File: config.mk
export PLATFORM = sky130hd
export DESIGN_NAME = ram_burst_reader
export DESIGN_NICKNAME = d
export VERILOG_FILES = /design/src/rtl/ram_burst_reader_pkg.sv /design/src/rtl/ram_burst_reader_fifo.sv /design/src/rtl/ram_burst_reader.sv
export SDC_FILE = /design/constraint.sdc
export NUM_CORES = 1
export LEC_CHECK = 0
export ABC_AREA = 1
export CELL_PAD_IN_SITES_DETAIL_PLACEMENT = 2
export CELL_PAD_IN_SITES_GLOBAL_PLACEMENT = 2
export CORE_AREA = 2 2 145 147
export DETAILED_ROUTE_END_ITERATION = 7
export DIE_AREA = 0 0 147 149
export PLACE_DENSITY = 0.78
export SLEW_MARGIN = 20
export SYNTH_ARGS = -nofsm -noshare
export SYNTH_HDL_FRONTEND = slang
export SYNTH_SLANG_ARGS = --single-unit
File: constraint.sdc
create_clock -name clk_i -period 2 [get_ports clk_i]
set_input_delay 0.5 -clock clk_i [delete_from_list [all_inputs] [get_ports clk_i]]
set_output_delay 0.5 -clock clk_i [all_outputs]
set_load 0.01 [all_outputs]
File: src/rtl/ram_burst_reader_pkg.sv
// ram_burst_reader_pkg: shared beat type, FSM states and sizing helper for the burst reader
package ram_burst_reader_pkg;

    localparam int RBR_DATAW = 32;

    typedef struct packed {
        logic [RBR_DATAW-1:0] data;
        logic                 last;
    } beat_t;

    typedef enum logic {IDLE, ISSUE} state_e;

    function automatic int min_fifo_depth(input int read_latency);
        return read_latency + 1;
    endfunction

endpackage

File: src/rtl/ram_burst_reader_fifo.sv
// rbr_fifo: synchronous FIFO of return beats with occupancy count
module rbr_fifo
    import ram_burst_reader_pkg::*;
#(
    parameter int DEPTH = 4,
    parameter int CW    = $clog2(DEPTH + 1)
) (
    input  logic          clk_i,
    input  logic          rst_ni,
    input  logic          push_i,
    input  beat_t         din_i,
    input  logic          pop_i,
    output beat_t         dout_o,
    output logic [CW-1:0] count_o,
    output logic          empty_o,
    output logic          full_o
);

    localparam int AW = DEPTH > 1 ? $clog2(DEPTH) : 1;

    beat_t         mem_q [DEPTH];
    logic [AW-1:0] wptr_q, rptr_q;
    logic [CW-1:0] count_q;
    logic          do_pop;

    function automatic logic [AW-1:0] adv(input logic [AW-1:0] p);
        return (p == AW'(DEPTH - 1)) ? '0 : p + 1'b1;
    endfunction

    assign do_pop  = pop_i && !empty_o;
    assign dout_o  = mem_q[rptr_q];
    assign count_o = count_q;
    assign empty_o = count_q == '0;
    assign full_o  = count_q == CW'(DEPTH);

    // pointers and occupancy; simultaneous push and pop leave the count unchanged
    always_ff @(posedge clk_i or negedge rst_ni) begin
        if (!rst_ni) begin
            wptr_q  <= '0;
            rptr_q  <= '0;
            count_q <= '0;
        end else begin
            if (push_i) wptr_q <= adv(wptr_q);
            if (do_pop) rptr_q <= adv(rptr_q);
            count_q <= count_q + CW'(push_i) - CW'(do_pop);
        end
    end

    // storage needs no reset: only entries below count are ever observed
    always_ff @(posedge clk_i) begin
        if (push_i) mem_q[wptr_q] <= din_i;
    end

endmodule

File: src/rtl/ram_burst_reader.sv
// ram_burst_reader: issues burst reads to a RAM read port and returns data as a valid/ready stream
module ram_burst_reader
    import ram_burst_reader_pkg::*;
#(
    parameter int DATAW        = RBR_DATAW,
    parameter int SIZE         = 256,
    parameter int ADDRW        = SIZE > 1 ? $clog2(SIZE) : 1,
    parameter int LENW         = 8,
    parameter int READ_LATENCY = 1,
    parameter int FIFO_DEPTH   = 4
) (
    input  logic             clk_i,
    input  logic             rst_ni,
    input  logic             cmd_valid_i,
    output logic             cmd_ready_o,
    input  logic [ADDRW-1:0] cmd_addr_i,
    input  logic [LENW-1:0]  cmd_len_i,
    output logic             ram_read_o,
    output logic [ADDRW-1:0] ram_raddr_o,
    input  logic [DATAW-1:0] ram_rdata_i,
    output logic             out_valid_o,
    input  logic             out_ready_i,
    output logic [DATAW-1:0] out_data_o,
    output logic             out_last_o,
    output logic             busy_o
);

    localparam int            MIN_FIFO_DEPTH = min_fifo_depth(READ_LATENCY);
    localparam int            CW             = $clog2(FIFO_DEPTH + 1);
    localparam logic [CW:0]   DEPTH_W        = FIFO_DEPTH[CW:0];

    if (READ_LATENCY != 0 && READ_LATENCY != 1) begin : g_bad_latency
        $error("READ_LATENCY must be 0 or 1");
    end
    if (FIFO_DEPTH < MIN_FIFO_DEPTH) begin : g_bad_depth
        $error("FIFO_DEPTH must be at least READ_LATENCY+1");
    end
    if (DATAW != RBR_DATAW) begin : g_bad_width
        $error("DATAW must match the beat type width");
    end

    state_e          state_q, state_d;
    logic [ADDRW-1:0] addr_q, addr_d;
    logic [LENW-1:0]  rem_q, rem_d;
    logic             credit, issue, push, push_last, inflight;
    logic [CW-1:0]    fifo_count;
    logic             fifo_empty, fifo_full;
    beat_t            push_beat, head;

    // buffered plus in-flight beats must fit; a same-cycle pop is deliberately not counted
    assign credit = ({1'b0, fifo_count} + {{CW{1'b0}}, inflight}) < DEPTH_W;

    // command acceptance and per-cycle address issue
    always_comb begin
        state_d     = state_q;
        addr_d      = addr_q;
        rem_d       = rem_q;
        cmd_ready_o = 1'b0;
        issue       = 1'b0;
        if (state_q == IDLE) begin
            cmd_ready_o = 1'b1;
            if (cmd_valid_i) begin
                addr_d  = cmd_addr_i;
                rem_d   = cmd_len_i;
                state_d = ISSUE;
            end
        end else if (credit) begin
            issue  = 1'b1;
            addr_d = (addr_q == ADDRW'(SIZE - 1)) ? '0 : addr_q + 1'b1;
            rem_d  = rem_q - 1'b1;
            if (rem_q == '0) state_d = IDLE;
        end
    end

    // FSM, address and remaining-beat registers
    always_ff @(posedge clk_i or negedge rst_ni) begin
        if (!rst_ni) begin
            state_q <= IDLE;
            addr_q  <= '0;
            rem_q   <= '0;
        end else begin
            state_q <= state_d;
            addr_q  <= addr_d;
            rem_q   <= rem_d;
        end
    end

    assign ram_read_o  = issue;
    assign ram_raddr_o = addr_q;

    if (READ_LATENCY == 0) begin : g_lat0
        assign push      = issue;
        assign push_last = issue && rem_q == '0;
        assign inflight  = 1'b0;
    end else begin : g_lat1
        logic vld_q, lst_q;
        // tracks the issued beat whose data the RAM returns one cycle later
        always_ff @(posedge clk_i or negedge rst_ni) begin
            if (!rst_ni) begin
                vld_q <= 1'b0;
                lst_q <= 1'b0;
            end else begin
                vld_q <= issue;
                lst_q <= issue && rem_q == '0;
            end
        end
        assign push      = vld_q;
        assign push_last = lst_q;
        assign inflight  = vld_q;
    end

    assign push_beat = '{data: ram_rdata_i, last: push_last};

    rbr_fifo #(
        .DEPTH (FIFO_DEPTH),
        .CW    (CW)
    ) u_fifo (
        .clk_i   (clk_i),
        .rst_ni  (rst_ni),
        .push_i  (push),
        .din_i   (push_beat),
        .pop_i   (out_valid_o && out_ready_i),
        .dout_o  (head),
        .count_o (fifo_count),
        .empty_o (fifo_empty),
        .full_o  (fifo_full)
    );

    // the credit rule makes a push into a full buffer unreachable
    always_ff @(posedge clk_i) begin
        if (rst_ni) assert (!(push && fifo_full)) else $error("push into full return buffer");
    end

    assign out_valid_o = !fifo_empty;
    assign out_data_o  = head.data;
    assign out_last_o  = !fifo_empty && head.last;
    assign busy_o      = (state_q != IDLE) || inflight || (fifo_count != '0);

endmodule

# After elaboration in Yosys (flattened, before gate mapping)
# Memories as Yosys holds them, arrays and structs flattened.
# Index checks and enable logic that the tools add are counted.
[word_totals]
out_inout_bits = 45
wordCells = 51
input_bits = 52
ram_bits = 132
reg_bits = 26
memories = 1
[classes]
add_sub_neg = 7
n_reduce_logical = 12
n_lt_le_gt_ge = 1
eq_ne = 4
muxes = 18
[memory_table]
columns = ["name", "words", "width", "rd", "rd_clocked_by_memory_dff", "write_ports", "line", "rtl"]
rows = [
  ["u_fifo.mem_q", 4, 33, 1, 0, 1, "ram_burst_reader_fifo.sv:21", "beat_t mem_q [DEPTH];"],
]
[op_table]
columns = ["cell", "count"]
rows = [
  ["$mux W8", 7],
  ["$mux W1", 9],
  ["$add A8 B1 Y8 const B", 1],
  ["$eq A8 B8 Y1 const B", 1],
  ["$logic_not A8 Y1", 1],
  ["$sub A8 B1 Y8 const B", 1],
  ["$add A2 B1 Y2 const B", 2],
  ["$add A3 B1 Y4", 1],
  ["$eq A2 B2 Y1 const B", 2],
  ["$logic_and A1 B1 Y1", 4],
  ["$lt A4 B3 Y1 const B", 1],
  ["$mux W2", 2],
  ["$add A3 B1 Y3", 1],
  ["$logic_not A3 Y1", 1],
  ["$reduce_bool A3 Y1", 1],
  ["$sub A3 B1 Y3", 1],
  ["$logic_or A1 B1 Y1", 2],
  ["$ne A2 B1 Y1 const B", 1],
  ["$reduce_and A2 Y1", 1],
  ["$reduce_bool A2 Y1", 1],
  ["$logic_not A1 Y1", 1],
]

# Logic depth before layout (Yosys ltp)
[depth]
word_depth = 5
depth_mapped = 9
depth_no_buf = 9

# By module
# Synthesis repeated with hierarchy kept, for this count alone.
[unflattened]
cells_unflattened = 629
area_unflattened_um2 = 7213.2
[by_module_without_submodules]
columns = ["module", "cells_each", "n_inst", "area_per_inst_um2"]
rows = [
  ["rbr_fifo", 442, 1, 5923.2],
  ["ram_burst_reader", 187, 1, 1290.0],
]

# Worst setup path after synthesis
# Ideal clock, no wire load.
[synth_timing]
path_type = "register -> register"
from = "register u_fifo.count_q[0], in the netlist u_fifo.count_o[0]"
to = "register u_fifo.count_q[2], in the netlist u_fifo.count_o[2]"
t_arrival_ns = 1.842
required_ns = 1.877
synth_period_minus_slack_ns = 1.965
path_slack_ns = 0.035
stages_incl_launch_ff = 8
cell_sequence = "dfrtp_1 -> nor3_1 -> nor2_1 -> ha_1 -> inv_1 -> ha_1 -> fa_1 -> xnor2_1"
[synth_between]
elab_chain_cells = 5
elab_cells_between_ends = 6
[synth_lines]
columns = ["element", "line", "rtl"]
rows = [
  ["start, declared", "ram_burst_reader_fifo.sv:23", "logic [CW-1:0] count_q;"],
  ["start signal, assigned", "ram_burst_reader_fifo.sv:45", "count_q <= count_q + CW'(push_i) - CW'(do_pop);"],
  ["$logic_not A3 Y1 *", "ram_burst_reader_fifo.sv:33", "assign empty_o = count_q == '0;"],
  ["$logic_not A1 Y1 *", "ram_burst_reader_fifo.sv:30, ram_burst_reader.sv:134", ""],
  ["$logic_and A1 B1 Y1", "ram_burst_reader.sv:122", ".pop_i (out_valid_o && out_ready_i),"],
  ["$logic_and A1 B1 Y1 *", "ram_burst_reader_fifo.sv:30", "assign do_pop = pop_i && !empty_o;"],
  ["named net u_fifo.do_pop", "ram_burst_reader_fifo.sv:24", "logic do_pop;"],
  ["$sub A3 B1 Y3 *", "ram_burst_reader_fifo.sv:45", ""],
]
# Mark *: on every way through the listed nets, which the timed path passes. The rest lies on a longest branch.
# A chain may end at the register's enable or synchronous reset.

# Final worst setup path
[layout_timing]
from = "register u_fifo.rptr_q[0]"
to = "output out_data_o[21]"
[layout_between]
elab_chain_cells = 1
[layout_lines]
columns = ["element", "line", "rtl"]
rows = [
  ["start, declared", "ram_burst_reader_fifo.sv:22", "logic [AW-1:0] wptr_q, rptr_q;"],
  ["start signal, assigned", "ram_burst_reader_fifo.sv:44", "if (do_pop) rptr_q <= adv(rptr_q);"],
  ["$mem_v2 Z4 W33", "-", ""],
  ["end, declared", "ram_burst_reader.sv:23", "output logic [DATAW-1:0] out_data_o,"],
]
# No other way between the ends.

==> qor.yml <==
placement:
  dpl.hpwl_um: 13600
  preCtsSetupSlack_ps: -342
  gp_congestion: 0.781
  placed_cells: 934
  portBuffers: 96
synth:
  synthArstFlopShare: 0.165
  syn_area_um2: 6640
  synth_most_common_cell: "edfxtp_1"
  synth_edf_count: 132
  synth_compound_area_frac: 0.104
  yosysUniqueCellTypes: 30
  synthFlopType: "edfxtp_1"
  syn_inst: 557
  yosysWarnings: 0
  synth_area_leaders: "edfxtp_1, dfrtp_1, o21ai_0"
  synth_mux_area_frac: 0
  synth_top_cell_by_area: "edfxtp_1"
  synth_common_cells: "edfxtp_1, nor2_1, nand2_1, o21ai_0, inv_1"
  yosysTopAreaCellShare: 0.597
  ys_ff_latch: 158
  synthAdderAreaFrac: 0.0238
  ys_seq_area_frac: 0.695
  synth_xor_area_frac: 0.00264
  synth_top_family_by_area: "simple AND/OR/NAND/NOR gates"
  synthSimpleGateAreaFrac: 0.131
  syn-num-nets: 621
  avgSynthCellArea_um2: 11.9
drt:
  routedWlPerCell_um: 22.8
  drt_wl_total_um: 22600
  top_layer: "met4"
  drt_iter0_markers: 212
  vias_per_cell: 4.97
  route.met2.wl_um: 12300
  met3_length_um: 802
  drcViolationCount: 0
  ant_nets: 0
  vias: 4907
  wl_met1_um: 9070
  drtPass1Iterations: 4
power:
  leakage_nw: 3.53
  powerDensity_nw_per_um2: 1740
  total_power_mw: 16.1
  peakVddDrop_uv: 749
setup_path:
  critPathMaxStageDelay_ps: 450
  cp_slowest_cell: "dfrtp_2"
  cp_data_required_time_ps: 1500
  crit_fanout: 8
  cp-start-kind: "flop"
  crit_path_end_kind: "output pin"
  crit_type: "flop to output pin"
  worst_r2r_path_depth: 8
  path_cells: "clkinv_4 > buf_12 > buf_16 > o21ai_4 > o22ai_2 > buf_2"
  cp.arrival_ps: 1730
min_path:
  hp-class: "input port to asynchronous set/reset pin"
finish:
  syn_to_final_growth_pct: 39.8
  fin_util: 0.451
  n_antenna_cell: 0
  nets: 764
  fin_cells: 988
  drive_above_1_share: 0.297
timing:
  fin_crit_sh: 1.12
  slew_headroom: 0.722
  fmax_ghz: 0.448
  finalClockSkew_ps: 11.8
  setup_viol: 37
  slew_viol_final: 0
  final-hold-violation-count: 0
  whs_ps: 468
  worst_pin_slew_ps: 417
  postLayoutSetupSlackWorst_ps: -233
  rsz0062_at_grt: "yes"
  post-route-min-period_ps: 2230
floorplan:
  core-area_um2: 20600
  dieArea_um2: 21900
  start_util: 0.323
  ioPinCount: 97
  die_h_um: 149
  fp.dieW_um: 147
  fp-row-count: 53
clocking:
  ctsRootBufferMaster: "clkbuf_16"
  tritoncts: "yes"
  htree_levels: 4
  numCtsBuffers: 17
  worstSkewPairLatency_ps: 430
  cts_buffer_depth: 2
  path_clk_slew_ps: 70
  clock-sinks: 158
  hold_buffers: 0
global_routing:
  grt_overflow_total: 0
  grt_max_degree: 33
  grt_pass1_wl_um: 33400
  grt_pass1_vias: 5716
  antenna_found_initial: 0
  grtUsageTotal: 0.205
job:
  max-cap-violations: 0
run_status:
  violations: "negative setup slack"
  status: "finished with violations"
where the power goes:
group          internal (mW)  total, mW  switching [mW]
Combinational           3.26       7.78            4.52
Sequential              4.61       5.18           0.561
Clock                   1.74       3.17            1.43
worst paths after layout:
kind	end	from	slack [ps]
worst min-delay path	rem_q[1]	rst_ni	470
worst max-delay path	out_data_o[21]	u_fifo.rptr_q[0]	-230
max in group asynchronous	u_fifo.count_o[1]	rst_ni	1220
worst max register to register	u_fifo.count_o[1]	u_fifo.count_o[0]	-70
worst min register to register	rem_q[7]	rem_q[7]	540
min in group clk_i	rem_q[7]	rem_q[7]	540
cells in the final DEF (no fill, tap or decap), types with 14 or more instances in the layout:
master	count
clkdlybuf4s50_1	59
nand2_1	74
o21ai_0	28
o21ai_1	28
buf_4	20
edfxtp_1	132
nor2_2	14
dfrtp_1	21
nand3_1	21
o22ai_1	20
buf_6	18
clkbuf_16	18
buf_2	33
inv_1	30
o21ai_2	23
nor2_1	68
logic make-up (layout without fill, tap and decap cells):
group | Yosys count | after routing
AND/OR/NAND/NOR | 201 | 201
flip-flops | 158 | 158
AO/OA/AOI/OAI | 122 | 122
buffers and inverters | 62 | 218
adder cells (fa/ha/maj) | 12 | 12
XOR/XNOR | 2 | 2
timing repair:
action	in CTS	in global routing
setup buffers	11	6
resized for setup	253	67
pin swaps	22	14
endpoints found under the hold margin	0	0
cloned	5	1
endpoints found under the setup margin	40	38
sequential cells by signal, summed over array words and instances, names as in the netlist:
| register | cells |
|---|---|
| state_q | 1 |
| rem_q | 8 |
| u_fifo.rptr_q | 2 |
| u_fifo.count_o | 3 |
| ram_raddr_o | 8 |
| g_lat1.lst_q | 1 |
| g_lat1.vld_q | 1 |
| u_fifo.mem_q | 132 |
| u_fifo.wptr_q | 2 |
critical path: cells and delay by family (launching register included):
family | cells | cell delay, ps
DFF | 1 | 450
buffers and inverters | 4 | 600
AOI/OAI and AO/OA | 2 | 250
routing by layer:
| layer | track usage | vias up |
|---|---|---|
| met1 | 0.234 | 2521 |
| li1 | - | 2246 |
| met2 | 0.387 | 119 |
| met4 | 0.0736 | 0 |
| met3 | 0.0343 | 21 |
| met5 | 0 | - |
stage by stage:
step / setup TNS, ps / instance area (µm²)
6_report: -5910 / 9280
5_1_grt: -8400 / 9280
4_1_cts: -5970 / 8990
3_5_place_dp: -6370 / 8090
3_3_place_gp: -3510 / 8090
2_1_floorplan: 0 / 6640
layout make-up:
cell class | instances | area, µm²
Timing Repair Buffer | 149 | 1520
Clock buffer | 18 | 429
Multi-Input combinational cell | 337 | 2080
Inverter | 37 | 153
Clock inverter | 14 | 133
Fill cell | 2065 | 11300
Tap cell | 275 | 344
Sequential cell | 158 | 4620
Power figures use the tool's default switching activity.
